[src/rtl/estados_pkg.sv]
`default_nettype none
// ============================================================================
//  Module   : estados_pkg
//  Purpose  : State encoding shared by the controller FSM and the
//             seven-segment state decoder, so both sides agree on one code.
//  Revision : 1.0 - initial release
// ============================================================================
package estados_pkg;

    localparam int c_EST_W = 2;

    typedef enum logic [c_EST_W-1:0] {
        ST_IDLE   = 2'b00,
        ST_ALERT  = 2'b01,
        ST_ACTIVE = 2'b10,
        ST_FAULT  = 2'b11
    } estado_t;

endpackage : estados_pkg
`default_nettype wire

[src/rtl/control_estados_antirrebote.sv]
`default_nettype none
// ============================================================================
//  Module   : antirrebote
//  Purpose  : Level debouncer. The output follows the input only after
//             DEB_CYCLES consecutive samples that differ from the current
//             output; any shorter excursion is discarded.
//             Only compiled when DEBOUNCE_EN is defined, since the
//             controller has no other user for it.
//  Revision : 1.0 - initial release
// ============================================================================
`ifdef DEBOUNCE_EN
module antirrebote #(
    parameter int DEB_CYCLES = 8,
    parameter int CNT_W      = 8
) (
    input  logic clk,
    input  logic reset_n,
    input  logic din,
    output logic dout
);

    localparam logic [CNT_W-1:0] c_LAST = CNT_W'(DEB_CYCLES - 1);

    logic [CNT_W-1:0] r_cnt;
    logic             r_dout;

    // Count consecutive samples disagreeing with the output; commit on the last one.
    always_ff @(posedge clk or negedge reset_n) begin
        if (!reset_n) begin
            r_cnt  <= '0;
            r_dout <= 1'b0;
        end else if (din == r_dout) begin
            r_cnt  <= '0;
        end else if (r_cnt == c_LAST) begin
            r_cnt  <= '0;
            r_dout <= din;
        end else begin
            r_cnt  <= r_cnt + 1'b1;
        end
    end

    assign dout = r_dout;

endmodule : antirrebote
`endif
`default_nettype wire

[src/rtl/control_estados.sv]
`default_nettype none
// ============================================================================
//  Module   : control_estados
//  Purpose  : Registered controller FSM producing the 2-bit state code for
//             the seven-segment decoder. Synchronises sensor/fault/ack,
//             times the ALERT dwell and ACTIVE minimum-on phase, and drives
//             actuator, alarm and a one-cycle state-change pulse.
//  Config   : DEBOUNCE_EN - when defined, sensor and ack are debounced
//             (antirrebote) after synchronisation; fault_in never is.
//  Revision : 1.0 - initial release
// ============================================================================
module control_estados
    import estados_pkg::*;
#(
    parameter int ALERT_CYCLES  = 16,
    parameter int MIN_ON_CYCLES = 32,
    parameter int DEB_CYCLES    = 8,
    parameter int CNT_W         = 8
) (
    input  logic       clk,
    input  logic       reset_n,
    input  logic       sensor,
    input  logic       fault_in,
    input  logic       ack,
    output logic [1:0] Estados,
    output logic       actuador,
    output logic       alarma,
    output logic       cambio
);

    localparam logic [CNT_W-1:0] c_ALERT_LAST  = CNT_W'(ALERT_CYCLES - 1);
    localparam logic [CNT_W-1:0] c_MIN_ON_LAST = CNT_W'(MIN_ON_CYCLES - 1);
    localparam logic [CNT_W-1:0] c_TIMER_MAX   = '1;

    // Bit order of the synchroniser vectors: {ack, fault_in, sensor}
    logic [2:0]       r_sync_meta;
    logic [2:0]       r_sync_q;
    logic             w_s_q;
    logic             w_f_q;
    logic             w_a_q;

    estado_t          r_state;
    estado_t          w_next;
    logic [CNT_W-1:0] r_timer;
    logic             r_actuador;
    logic             r_alarma;
    logic             r_cambio;

    // Two-flop synchronisers for the three asynchronous inputs.
    always_ff @(posedge clk or negedge reset_n) begin
        if (!reset_n) begin
            r_sync_meta <= '0;
            r_sync_q    <= '0;
        end else begin
            r_sync_meta <= {ack, fault_in, sensor};
            r_sync_q    <= r_sync_meta;
        end
    end

    // Fault must react as fast as possible, so it is never debounced.
    assign w_f_q = r_sync_q[1];

`ifdef DEBOUNCE_EN
    antirrebote #(
        .DEB_CYCLES (DEB_CYCLES),
        .CNT_W      (CNT_W)
    ) u_deb_sensor (
        .clk     (clk),
        .reset_n (reset_n),
        .din     (r_sync_q[0]),
        .dout    (w_s_q)
    );

    antirrebote #(
        .DEB_CYCLES (DEB_CYCLES),
        .CNT_W      (CNT_W)
    ) u_deb_ack (
        .clk     (clk),
        .reset_n (reset_n),
        .din     (r_sync_q[2]),
        .dout    (w_a_q)
    );
`else
    assign w_s_q = r_sync_q[0];
    assign w_a_q = r_sync_q[2];
`endif

    // Next-state selection; a synchronised fault overrides every other condition.
    always_comb begin
        w_next = r_state;
        if (w_f_q) begin
            w_next = ST_FAULT;
        end else begin
            case (r_state)
                ST_IDLE: begin
                    if (w_s_q) w_next = ST_ALERT;
                end
                ST_ALERT: begin
                    if (!w_s_q)                       w_next = ST_IDLE;
                    else if (r_timer == c_ALERT_LAST) w_next = ST_ACTIVE;
                end
                ST_ACTIVE: begin
                    // Sensor dropping early is held off until the minimum-on time elapses
                    if (!w_s_q && (r_timer >= c_MIN_ON_LAST)) w_next = ST_IDLE;
                end
                ST_FAULT: begin
                    // Reaching here implies the fault is already clear
                    if (w_a_q) w_next = ST_IDLE;
                end
                default: w_next = ST_IDLE;
            endcase
        end
    end

    // State register, phase timer and registered outputs, all updated on the same edge.
    always_ff @(posedge clk or negedge reset_n) begin
        if (!reset_n) begin
            r_state    <= ST_IDLE;
            r_timer    <= '0;
            r_actuador <= 1'b0;
            r_alarma   <= 1'b0;
            r_cambio   <= 1'b0;
        end else begin
            r_state    <= w_next;
            r_actuador <= (w_next == ST_ACTIVE);
            r_alarma   <= (w_next == ST_FAULT);
            r_cambio   <= (w_next != r_state);
            if (w_next != r_state) begin
                r_timer <= '0;
            end else if (((r_state == ST_ALERT) || (r_state == ST_ACTIVE)) &&
                         (r_timer != c_TIMER_MAX)) begin
                r_timer <= r_timer + 1'b1;
            end
        end
    end

    assign Estados  = r_state;
    assign actuador = r_actuador;
    assign alarma   = r_alarma;
    assign cambio   = r_cambio;

endmodule : control_estados
`default_nettype wire

[config.mk]
export PLATFORM = sky130hd
export DESIGN_NAME = control_estados
export DESIGN_NICKNAME = d
export VERILOG_FILES = /design/src/rtl/estados_pkg.sv /design/src/rtl/control_estados_antirrebote.sv /design/src/rtl/control_estados.sv
export SDC_FILE = /design/constraint.sdc
export NUM_CORES = 1
export LEC_CHECK = 0
export ABC_AREA = 1
export CORE_AREA = 2 2 46 48
export CTS_CLUSTER_SIZE = 10
export DETAILED_ROUTE_END_ITERATION = 6
export DIE_AREA = 0 0 48 50
export GPL_TIMING_DRIVEN = 0
export PLACE_DENSITY = 0.72
export RECOVER_POWER = 100
export SYNTH_ARGS = -nofsm -noshare
export SYNTH_HDL_FRONTEND = slang
export SYNTH_SLANG_ARGS = --single-unit
export TNS_END_PERCENT = 1
[constraint.sdc]
create_clock -name clk -period 2.1 [get_ports clk]
set_input_delay 0.21 -clock clk [delete_from_list [all_inputs] [get_ports clk]]
set_output_delay 0.21 -clock clk [all_outputs]
set_load 0.1 [all_outputs]
==> results.py <==
metrics = {
    "global_route": {
        "grt_pass1_wl_um": 3080,
        "grt_max_degree": 20,
        "grt_usage_pct": 18.9,
        "grt-ovfl-total": 0,
        "grt_pass1_vias": 708,
        "grt_antenna_before_repair": 0,
    },
    "die": {
        "initial_utilization_pct": 51.6,
        "dieArea_mm2": 0.00240,
        "boundaryPins": 10,
        "core-area_mm2": 0.00190,
        "fp.dieH_um": 50,
        "die_w_um": 48,
        "row_count": 16,
    },
    "pwr": {
        "power_leakage_nw": 0.522,
        "cell_internal_pwr_uw": 597,
        "ir_worst_vdd_uv": 692,
        "power_frac_clock_pct": 15.9,
        "sw_frac_of_total_pct": 47.0,
        "switchingPower_uw": 530,
        "combPwrFrac_pct": 45.1,
        "p_per_area_mw_per_mm2": 1010,
        "power_frac_seq_pct": 39.1,
    },
    "placed_design": {
        "place_area_mm2": 0.00111,
        "place_congestion": 0.808,
        "preCtsSetupSlack_ns": 0.324,
        "io_buffers": 9,
        "dp_hpwl_um": 1250,
    },
    "synth": {
        "synth.distinct_cells": 20,
        "async_flop_share_pct": 100,
        "syn-instance-count": 105,
        "syn_area_per_cell_um2": 9.34,
        "syn_area_um2": 981,
        "ys_seq_area_share_pct": 48.5,
        "syn_nets": 115,
        "synth_ff_type": "dfrtp_1",
        "ys_seq_elements": 19,
        "yosysWarnings": 0,
        "synth_edf_count": 0,
    },
    "run_status": {
        "status": "completed",
    },
    "timing": {
        "max_freq_ghz": 0.506,
        "finalSetupTns_ns": 0,
        "fin_crit_sh_pct": 94.1,
        "finalHoldViolCount": 0,
        "setup_viol": 0,
        "slew_headroom_pct": 23.3,
        "setup_ws_ns": 0.123,
        "timing.final.crit_period_ns": 1.98,
        "clock_skew_ns": 0.00928,
        "rsz0062_at_grt": "no",
        "tightest_slew_ns": 1.16,
        "final_max_slew_viol_count": 0,
    },
    "layout": {
        "nets": 129,
        "fin_area_mm2": 0.00111,
        "multi_input_area_um2": 430,
        "final-seq-area_um2": 477,
        "insertedDiodeCount": 0,
        "drive_gt1_share_pct": 21.2,
        "fillers": 183,
        "area_growth_pct": 13.6,
    },
    "setup_path": {
        "worstPathArrival_ns": 1.77,
        "critPathTopFamily": "buffers and inverters",
        "cp-start-kind": "register",
        "criticalPathCategory": "reg -> out",
        "critPathCaptureType": "output port",
        "slowest_delay_ns": 1.13,
        "crit_slowest_cell": "clkdlybuf4s50_1",
        "rrSetupSlack_ns": 0.19,
        "cp_num_buf_inv": 1,
        "cp.required_ns": 1.89,
        "path_cells": "clkdlybuf4s50_1",
        "cp_max_fo": 1,
    },
    "cts": {
        "cts_root_buffer": "clkbuf_4",
        "post-cts-setup-buffers": 0,
        "htreeDepth": 1,
        "clk_latency_ns": 0.30,
        "cts.sinks": 19,
        "cts_buffers": 3,
        "cts.clk_slew.worst_paths_ns": 0.11,
        "cts_tree": "yes",
        "cts_buffer_depth": 2,
    },
    "route": {
        "firstDrtPassIters": 4,
        "wl_um": 1670,
        "viasPerCell": 4.75,
        "drtAntennaViolNets": 0,
        "wl_per_cell_um": 11.5,
        "vias": 689,
        "drcViolationCount": 0,
        "drtIter0Drc": 10,
    },
    "min_path": {
        "worstHoldPathType": "reg -> reg",
    },
    "flow_run": {
        "drv_cap": 0,
    },
}
## placed cells by master (no fill, tap or decap), drive strengths merged
cell type      synthesis  final
nor3                   1      1
clkdlybuf4s50          0      3
o211ai                 1      1
clkinv                 0      1
nand4                  3      3
a21oi                  2      2
dlygate4sd2            0      1
clkbuf                 0      4
inv                   17     17
xor2                   7      7
dfrtp                 19     19
ha                     5      5
nor2                  16     16
nand3                  9      9
nand2                 24     24
o21bai                 1      1
dlygate4sd3            0      4
## worst register-to-register path, cell delays in order, from the launching register on
cell and delay, ns:
dfrtp_1 0.48, inv_1 0.14, ha_1 0.24, inv_1 0.08, a21oi_1 0.04, nor2_1 0.17, inv_1 0.07, o21bai_1 0.17
nand2_1 0.09, nand3_2 0.26, nor2_2 0.06
## flip-flops by register name (all words and copies together) (netlist names)
register / cells
Estados: 2
r_sync_q: 3
r_sync_meta: 3
actuador: 1
cambio: 1
r_timer: 8
alarma: 1
## power by group through the flow
| stage | Clock, mW | Sequential, mW | Combinational [mW] |
|---|---|---|---|
| floorplan | 0 | 0.644 | 0.209 |
| global placement | 0 | 0.445 | 0.520 |
| detailed placement | 0 | 0.449 | 0.531 |
| CTS | 0.187 | 0.443 | 0.534 |
| global route | 0.200 | 0.450 | 0.552 |
| finish | 0.179 | 0.441 | 0.508 |
## routing by layer
| layer | track usage [%] | vias to the layer above | share of wire [%] |
|---|---|---|---|
| met5 | 0 | - | 0 |
| met2 | 28.7 | 10 | 50 |
| li1 | - | 349 | - |
| met4 | 9.46 | 0 | 1.4 |
| met1 | 25.1 | 328 | 46 |
| met3 | 3.30 | 2 | 2.5 |
## Yosys cell counts, types with 2 or more instances
cell type	instances	area share (%)
nor2_2	8	5.1
dfrtp_1	19	48
nand3_1	7	3.6
xor2_1	7	6.3
inv_2	2	0.77
nand2_1	19	7.3
ha_1	5	6.4
inv_1	15	5.7
nand2_2	5	3.2
nand4_2	2	2.6
nor2_1	7	2.7
## kinds of logic (layout without fill, tap and decap cells)
kind of cell	Yosys count	in the layout	share of synthesized area, %
flip-flops	19	19	48.5
AND/OR/NAND/NOR	53	53	29.5
AO/OA/AOI/OAI	4	4	2.93
buffers and inverters	17	30	6.50
XOR/XNOR	7	7	6.25
adder cells (fa/ha/maj)	5	5	6.38
## area by class of cell
class                   count  share of cell area, %
flip-flops and latches     19                   42.8
multi-input cells          69                   38.6
repair buffers              9                   7.41
inverters                  17                   5.72
well taps                  27                   3.03
clock buffers               3                   2.02
clock inverters             1                  0.449
## path summary, 6_finish.rpt
kind,from,cells after the start,end
max,cambio,1,cambio
min,r_sync_meta[1],0,r_sync_q[1]
max reg2reg,Estados[1],10,r_timer[7]
min reg2reg,r_sync_meta[1],0,r_sync_q[1]
max in group asynchronous,reset_n,1,Estados[0]
min in group asynchronous,reset_n,1,r_timer[5]
## what timing repair did
| item | 4_1_cts | 5_1_grt |
|---|---|---|
| resized for setup | 1 | 1 |
| setup endpoints to repair | 1 | 1 |
| gates cloned | 0 | 0 |
| hold buffers | 0 | 0 |
## metrics by stage
| step | hold slack (ns) | instances | power [mW] | util [%] |
|---|---|---|---|---|
| floorplan | -0.0856 | 105 | 0.853 | - |
| global placement | 0.332 | 141 | 0.965 | 58.2 |
| detailed placement | 0.350 | 141 | 0.980 | 58.2 |
| CTS | 0.328 | 145 | 1.16 | 59.6 |
| global route | 0.381 | 145 | 1.20 | 58.6 |
| finish | 0.359 | 145 | 1.13 | 58.6 |
No activity file was read; power rests on OpenSTA's default activity.
